===== config.mk =====
export PLATFORM = sky130hd
export DESIGN_NAME = divider_iter_flat
export DESIGN_NICKNAME = d
export VERILOG_FILES = /design/src/rtl/divider_pkg.sv /design/src/rtl/divider_iter_if.sv /design/src/rtl/divider_step.sv /design/src/rtl/divider_iter.sv /design/src/flat_wrapper.sv
export SDC_FILE = /design/constraint.sdc
export NUM_CORES = 1
export LEC_CHECK = 0
export ABC_AREA = 1
export CORE_MARGIN = 2
export CORE_UTILIZATION = 35
export CTS_CLUSTER_SIZE = 16
export DETAILED_ROUTE_END_ITERATION = 12
export SYNTH_ARGS = -nofsm -noshare
export SYNTH_HDL_FRONTEND = slang
export SYNTH_HIERARCHICAL = 1
export SYNTH_SLANG_ARGS = --single-unit

===== constraint.sdc =====
create_clock -name clk -period 3.6 [get_ports clk]
set_input_delay 0.54 -clock clk [delete_from_list [all_inputs] [get_ports clk]]
set_output_delay 0.54 -clock clk [all_outputs]
set_load 0.005 [all_outputs]

===== src/rtl/divider_pkg.sv =====
// Shared types and limits for the iterative restoring divider.
package divider_pkg;

    typedef enum logic [1:0] {
        S_IDLE = 2'd0,
        S_ITER = 2'd1,
        S_FIX  = 2'd2,
        S_DONE = 2'd3
    } state_t;

    localparam int WIDTH_MIN = 4;
    localparam int WIDTH_MAX = 32;
    // Wide enough to hold WIDTH_MAX itself.
    localparam int CNT_W     = $clog2(WIDTH_MAX + 1);

endpackage


===== src/rtl/divider_iter_if.sv =====
// Start/operand/result bundle of divider_iter; master drives operands, slave returns results.
interface divider_iter_if #(
    parameter int WIDTH = 16
);
    logic             start;
    logic [WIDTH-1:0] dividend;
    logic [WIDTH-1:0] divisor;
    logic             busy;
    logic             done;
    logic [WIDTH-1:0] quotient;
    logic [WIDTH-1:0] remainder;
    logic             div_by_zero;

    modport master (
        output start, dividend, divisor,
        input  busy, done, quotient, remainder, div_by_zero
    );

    modport slave (
        input  start, dividend, divisor,
        output busy, done, quotient, remainder, div_by_zero
    );
endinterface


===== src/rtl/divider_step.sv =====
// One combinational restoring division step: shift in a dividend bit, trial-subtract the divisor.
module divider_step #(
    parameter int WIDTH = 16
) (
    input  logic [WIDTH:0]   rem_in,
    input  logic             bit_in,
    input  logic [WIDTH-1:0] divisor,
    output logic [WIDTH:0]   rem_out,
    output logic             q_bit
);
    logic [WIDTH+1:0] shifted;
    logic [WIDTH:0]   trial;

    // The comparison sees the full shifted value, so the wrapped low-bit
    // difference is only ever selected when it is the true result.
    assign shifted = {rem_in, bit_in};
    assign q_bit   = (shifted >= {2'b00, divisor});
    assign trial   = shifted[WIDTH:0] - {1'b0, divisor};
    assign rem_out = q_bit ? trial : shifted[WIDTH:0];
endmodule


===== src/rtl/divider_iter.sv =====
// Iterative restoring divider, one quotient bit per clock, WIDTH+1 edges latency.
// Define DIVIDER_ITER_SIGNED_EN for two's-complement operands and results.
module divider_iter
    import divider_pkg::*;
#(
    parameter int WIDTH = 16
) (
    input  logic           clk,
    input  logic           rst_n,
    divider_iter_if.slave  bus
);
    state_t             state_q, state_d;
    logic [CNT_W-1:0]   cnt_q, cnt_d;
    logic [WIDTH:0]     rem_q, rem_d;
    logic [WIDTH-1:0]   dvd_q, dvd_d;
    logic [WIDTH-1:0]   dsr_q, dsr_d;
    logic [WIDTH-1:0]   quo_q, quo_d;
    logic [WIDTH-1:0]   rmd_q, rmd_d;
    logic               dbz_q, dbz_d;
    logic [WIDTH-1:0]   a_mag, b_mag;
    logic [WIDTH:0]     step_rem;
    logic               step_q;

`ifdef DIVIDER_ITER_SIGNED_EN
    logic neg_quo_q, neg_quo_d;
    logic neg_rem_q, neg_rem_d;

    assign a_mag = bus.dividend[WIDTH-1] ? (~bus.dividend + 1'b1) : bus.dividend;
    assign b_mag = bus.divisor[WIDTH-1]  ? (~bus.divisor + 1'b1)  : bus.divisor;
`else
    assign a_mag = bus.dividend;
    assign b_mag = bus.divisor;
`endif

    divider_step #(.WIDTH(WIDTH)) u_step (
        .rem_in  (rem_q),
        .bit_in  (dvd_q[WIDTH-1]),
        .divisor (dsr_q),
        .rem_out (step_rem),
        .q_bit   (step_q)
    );

    always_comb begin
        state_d = state_q;
        cnt_d   = cnt_q;
        rem_d   = rem_q;
        dvd_d   = dvd_q;
        dsr_d   = dsr_q;
        quo_d   = quo_q;
        rmd_d   = rmd_q;
        dbz_d   = dbz_q;
`ifdef DIVIDER_ITER_SIGNED_EN
        neg_quo_d = neg_quo_q;
        neg_rem_d = neg_rem_q;
`endif
        case (state_q)
            S_IDLE: begin
                if (bus.start) begin
                    dvd_d = a_mag;
                    dsr_d = b_mag;
                    rem_d = '0;
                    cnt_d = CNT_W'(WIDTH);
`ifdef DIVIDER_ITER_SIGNED_EN
                    neg_quo_d = bus.dividend[WIDTH-1] ^ bus.divisor[WIDTH-1];
                    neg_rem_d = bus.dividend[WIDTH-1];
`endif
                    // Zero divisor skips iteration and publishes the fixed result now.
                    if (bus.divisor == '0) begin
                        quo_d   = '1;
                        rmd_d   = bus.dividend;
                        dbz_d   = 1'b1;
                        state_d = S_DONE;
                    end else begin
                        state_d = S_ITER;
                    end
                end
            end
            S_ITER: begin
                rem_d = step_rem;
                dvd_d = {dvd_q[WIDTH-2:0], step_q};
                cnt_d = cnt_q - 1'b1;
                if (cnt_q == CNT_W'(1)) state_d = S_FIX;
            end
            S_FIX: begin
`ifdef DIVIDER_ITER_SIGNED_EN
                quo_d = neg_quo_q ? (~dvd_q + 1'b1) : dvd_q;
                rmd_d = neg_rem_q ? (~rem_q[WIDTH-1:0] + 1'b1) : rem_q[WIDTH-1:0];
`else
                quo_d = dvd_q;
                rmd_d = rem_q[WIDTH-1:0];
`endif
                dbz_d   = 1'b0;
                state_d = S_DONE;
            end
            S_DONE: state_d = S_IDLE;
            default: state_d = S_IDLE;
        endcase
    end

    always_ff @(posedge clk or negedge rst_n) begin
        if (!rst_n) begin
            state_q <= S_IDLE;
            cnt_q   <= '0;
            rem_q   <= '0;
            dvd_q   <= '0;
            dsr_q   <= '0;
            quo_q   <= '0;
            rmd_q   <= '0;
            dbz_q   <= 1'b0;
`ifdef DIVIDER_ITER_SIGNED_EN
            neg_quo_q <= 1'b0;
            neg_rem_q <= 1'b0;
`endif
        end else begin
            state_q <= state_d;
            cnt_q   <= cnt_d;
            rem_q   <= rem_d;
            dvd_q   <= dvd_d;
            dsr_q   <= dsr_d;
            quo_q   <= quo_d;
            rmd_q   <= rmd_d;
            dbz_q   <= dbz_d;
`ifdef DIVIDER_ITER_SIGNED_EN
            neg_quo_q <= neg_quo_d;
            neg_rem_q <= neg_rem_d;
`endif
        end
    end

    assign bus.busy        = (state_q != S_IDLE);
    assign bus.done        = (state_q == S_DONE);
    assign bus.quotient    = quo_q;
    assign bus.remainder   = rmd_q;
    assign bus.div_by_zero = dbz_q;
endmodule


===== src/flat_wrapper.sv =====
// flat-port wrapper written by rule: the top's interface ports become plain ports
module divider_iter_flat import divider_pkg::*;
#(
    parameter int WIDTH = 16
)
  (clk, rst_n, bus_start, bus_dividend, bus_divisor, bus_busy, bus_done, bus_quotient, bus_remainder, bus_div_by_zero);
  divider_iter_if #(.WIDTH(WIDTH)) bus_i ();
  input  logic clk;
  input  logic rst_n;
  input wire logic [$bits(bus_i.start)-1:0] bus_start;
  input wire logic [$bits(bus_i.dividend)-1:0] bus_dividend;
  input wire logic [$bits(bus_i.divisor)-1:0] bus_divisor;
  output wire logic [$bits(bus_i.busy)-1:0] bus_busy;
  output wire logic [$bits(bus_i.done)-1:0] bus_done;
  output wire logic [$bits(bus_i.quotient)-1:0] bus_quotient;
  output wire logic [$bits(bus_i.remainder)-1:0] bus_remainder;
  output wire logic [$bits(bus_i.div_by_zero)-1:0] bus_div_by_zero;
  assign bus_i.start = bus_start;
  assign bus_i.dividend = bus_dividend;
  assign bus_i.divisor = bus_divisor;
  assign bus_busy = bus_i.busy;
  assign bus_done = bus_i.done;
  assign bus_quotient = bus_i.quotient;
  assign bus_remainder = bus_i.remainder;
  assign bus_div_by_zero = bus_i.div_by_zero;
  divider_iter #(.WIDTH(WIDTH)) u_core (.clk(clk), .rst_n(rst_n), .bus(bus_i));
endmodule

== Yosys cells after proc, flatten, opt, wreduce, memory -nomap -nowiden ==
Cells that the tools add are included.
W data, S select, Z words.
Word-level totals
  logic and storage cells: 47
  output and inout port bits: 35
  flip-flop bits (word level): 90
Cells by class
  order comparisons: 1
  multiplexer cells: 20
  $add $sub $neg: 2
  reduce and logical (&&, ||, !) cells: 9
  equal/unequal tests: 7
Operators with widths (number)
  $pmux W16 S2: 3
  $mux W16: 5
  $mux W17: 2
  $pmux W17 S2: 1
  $ge A18 B16 Y1: 1
  $sub A17 B16 Y17: 1
  $logic_not A16 Y1: 1
  $pmux W6 S2: 1
  $pmux W2 S4: 1
  $eq A6 B1 Y1 const B: 1
  $mux W2: 3
  $mux W6: 1
  $reduce_and A2 Y1: 3
  $reduce_bool A2 Y1: 3
  $sub A6 B1 Y6 const B: 1
  $eq A2 B2 Y1 const B: 2
  $ne A2 B1 Y1 const B: 2
  $reduce_and A3 Y1: 1
  $eq A2 B1 Y1 const B: 1
  $logic_not A2 Y1: 1
  $mux W1: 2
  $ne A2 B2 Y1 const B: 1
  $pmux W1 S2: 1

== Logic depth before layout (Yosys ltp) ==
  word-level depth: 4
  mapped depth: 16
  depth with buffers taken out: 16

== Cells and area by module ==
Netlist, hierarchy kept.
Modules (own cells, without submodules)
  divider_iter: times used 1, area each 4242.8 µm², cells each 527
  divider_step: times used 1, area each 1507.7 µm², cells each 292

== Least setup slack after synthesis ==
Ideal clock, no wire load.
  path type: reg-to-reg
  start point: reg u_core.dvd_q[15]
  end point: reg u_core.dvd_q[0]
  data arrival time: 1875 ps
  buffers on the path: 1
  clock period less this slack: 1996 ps
  cell stages (with the launch flop): 14
  path slack: 1604 ps
  cells stage by stage: dfrtp_1 > inv_1 > ha_1 > inv_1 > fa_1 > nand3_1 > nand3_2 > nand2_4 > nand3_4 > buf_12 > nand2_1 > o21ai_0 > nand2_1 > o21ai_1
Between the ends
  word-level cells in the longest chain between the ends: 2
Ends and longest elaborated chain
  start: declaration: line divider_iter.sv:15  | logic [WIDTH-1:0] dvd_q, dvd_d;
  start signal: assignment: line divider_iter.sv:118  | dvd_q <= dvd_d;
  $ge A18 B16 Y1: line divider_step.sv:17  | assign q_bit = (shifted >= {2'b00, divisor});
  named net u_core.step_q: line divider_iter.sv:22  | logic step_q;
  $pmux W16 S2: line divider_iter.sv:56  | case (state_q)
The timed path passes the listed nets, and every way through them passes these cells.
A chain may end at the register's enable or synchronous reset.

== Final worst setup path ==
  start point: reg u_core.rem_q[12]
  end point: reg u_core.dvd_q[0]
Between the ends
  word-level cells in the longest chain between the ends: 2
Ends and longest elaborated chain
  start: declaration: line divider_iter.sv:14  | logic [WIDTH:0] rem_q, rem_d;
  start signal: assignment: line divider_iter.sv:117  | rem_q <= rem_d;
  $ge A18 B16 Y1: line divider_step.sv:17
  named net u_core.step_q: line divider_iter.sv:22
  $pmux W16 S2: line divider_iter.sv:56
The timed path passes the listed nets, and every way through them passes these cells.

==> results_dict.tcl <==
set metrics [dict create \
    status "complete, no violations" \
    yosysMostFrequentCell "nand2_1" \
    grt_max_degree 54 \
    slew_headroom 0.506 \
    max_freq_mhz 416 \
    drive_gt1_frac 0.0709 \
    cts_sinks 90 \
    floorplan.die.height_um 132 \
    synth.ff_latch_count 90 \
    wl_um 14600 \
    hp-class "primary input to async pin" \
    grt_pass1_vias 4888 \
    finalCritPeriodShare 0.668 \
    p_leak_nw 3.63 \
    syn_avg_cell_area_sq_um 7.02 \
    area_delta_synth_final_pct 18.9 \
    drc 0 \
    hold_viol_final 0 \
    synthTopCellsByCount "348 x nand2_1, 91 x inv_1, 90 x dfrtp_1" \
    synth_flop_cell "dfrtp_1" \
    yosysTopAreaCell "dfrtp_1" \
    track_usage 0.174 \
    port_buffers 69 \
    finalSetupViolations 0 \
    fill_cells 1735 \
    holdBufCountCts 0 \
    rsz0062_at_grt "false" \
    p_per_area_mw_per_mm2 1040 \
    rows 46 \
    synth_seq_area_share 0.392 \
    worst-r2r-setup-slack_ns 1.20 \
    routed_via_density 4.74 \
    ios 70 \
    instances_no_fill 1091 \
    clk_latency_ns 0.35 \
    antenna_found_initial 0 \
    synth_warnings 6 \
    crit_type "flip-flop to flip-flop" \
    start_util 0.359 \
    cp-end-kind "flip-flop" \
    n_antenna_cell 0 \
    syn_area_sq_mm 0.00575 \
    core-area_sq_mm 0.0160 \
    hpwl_um 10900 \
    cts.clk_slew.worst_paths_ns 0.07 \
    antenna_left 0 \
    critical_path_peak_fanout 18 \
    ir_drop_uv 360 \
    ctsResizeCount 0 \
    maxSlewViolCount 0 \
    cts_setup_buffers 0 \
    detail_route.first_pass.iterations 5 \
    clockBufferDepth 2 \
    synth_top_cell_area_share 0.392 \
    cp-startpoint "u_core/rem_q[12]$_DFFE_PN0P_" \
    gr-total-overflow 0 \
    die_width_um 132 \
    cts-root-buf "clkbuf_16" \
    syn_inst 819 \
    arrival_ns 2.64 \
    num_vias 5166 \
    timing.rr.end "u_core/dvd_q[0]$_DFFE_PN0P_" \
    cp.required_ns 3.84 \
    tightest_slew_ns 0.738 \
    async_reset_ff_frac 1.00 \
    die_area_sq_mm 0.0175 \
    crit_path_start_kind "flip-flop" \
    r2r_cells 11 \
    fin_skew_ns 0.00995 \
    drv_cap 0 \
    utilization 0.427 \
    first_iter_violations 333 \
    grt_pass1_wl_um 24600 \
    synth_edf_count 0 \
    h-tree-depth 3 \
    fin_nets 929 \
    synth_area_leaders "dfrtp_1 39%, nand2_1 23%, nand3_1 7.3%" \
    gp_congestion 0.856 \
    wl_per_cell_um 13.4 \
    post-place-cells 1075 \
    tns_ns 0 \
    post-route-min-period_ns 2.40 \
    cts_buffers 9 \
    synth_cell_types 35 \
    r2r-start "u_core/rem_q[12]$_DFFE_PN0P_" \
    syn-num-nets 878 \
    cts_tree "built" \
]
-- flip-flops by register name, summed over array words and instances (netlist names) --
| signal | flops |
|---|---|
| u_core/dvd_q | 16 |
| u_core/cnt_q | 6 |
| u_core/bus.div_by_zero | 1 |
| u_core/dsr_q | 16 |
| u_core/state_q | 2 |
| u_core/bus.quotient | 16 |
| u_core/bus.remainder | 16 |
| u_core/rem_q | 17 |
-- through the flow --
step | area, sq um | hold WS (ns) | setup slack (ns) | power, mW
finish | 6840 | 0.194 | 1.20 | 7.08
global route | 6840 | 0.243 | 0.970 | 7.81
detailed placement | 6550 | 0.466 | 1.12 | 6.21
global placement | 6550 | 0.465 | 1.17 | 6.13
CTS | 6840 | 0.216 | 1.21 | 7.14
floorplan | 5750 | 0.244 | 1.60 | 5.10
-- routing by layer --
| layer | share of wire | wire (um) | vias up | GRT usage |
|---|---|---|---|---|
| li1 | - | - | 2680 | - |
| met1 | 0.49 | 7090 | 2352 | 0.240 |
| met2 | 0.46 | 6710 | 124 | 0.280 |
| met3 | 0.046 | 667 | 10 | 0.0338 |
| met4 | 0.0086 | 126 | 0 | 0.0502 |
| met5 | 0 | 0 | - | 0 |
-- layout by cell type, fill, tap and decap left out, drive strengths merged, types with 2 or more instances in the layout --
cell type        n
clkdlybuf4s50   68
nand4           21
nand3b           2
o211ai          15
and2             2
nor3             4
ha              23
nand2          370
dfrtp           90
clkbuf          10
o21ai           20
nor2            33
clkinvlp         3
inv             96
buf              8
nand3           87
xor2             7
a21oi           12
-- cell type report --
cell class | instances | area (sq um) | share of cell area
clock buffers | 10 | 239 | 0.0350
clock inverters | 6 | 47.5 | 0.00696
inverters | 94 | 353 | 0.0516
multi-input cells | 599 | 2930 | 0.429
flip-flops and latches | 90 | 2250 | 0.329
well taps | 216 | 270 | 0.0395
repair buffers | 76 | 741 | 0.108
-- how the worst max path moves through the flow --
stage	to	slack, ns
3_5_place_dp	u_core/bus.quotient[0]$_DFFE_PN0P_	1.12
5_1_grt	u_core/dvd_q[0]$_DFFE_PN0P_	0.97
2_1_floorplan	u_core/dvd_q[0]$_DFFE_PN0P_	1.60
3_3_place_gp	u_core/bus.quotient[2]$_DFFE_PN0P_	1.17
4_1_cts	u_core/dvd_q[0]$_DFFE_PN0P_	1.21
6_report	u_core/dvd_q[0]$_DFFE_PN0P_	1.20
-- report_power, final --
part           internal (mW)  leakage [nW]  switching, mW  total (mW)
Clock                  0.492         0.133          0.414       0.906
Combinational           1.60          2.37           2.74        4.33
Sequential              1.50          1.13          0.338        1.84
Total                   3.59          3.63           3.49        7.08
-- cells by family (layout without fill, tap and decap cells) --
family                   after synthesis  in the layout  synth area share
adder cells (fa/ha/maj)               24             24            0.0535
AND/OR/NAND/NOR                      520            520             0.395
XOR/XNOR                               7              7            0.0107
flip-flops                            90             90             0.392
AO/OA/AOI/OAI                         48             48            0.0505
buffers and inverters                130            186            0.0988
-- worst max-delay path, stage by stage (launching register included) --
cell,delay (ns)
dfrtp_1,0.43
ha_1,0.38
nand2_1,0.12
inv_1,0.06
nand2_1,0.06
nand2_1,0.10
a21oi_4,0.43
nand3_4,0.33
nand2_1,0.16
o21ai_0,0.09
nand2_1,0.07
o21ai_1,0.05
Power figures use the tool's default switching activity.
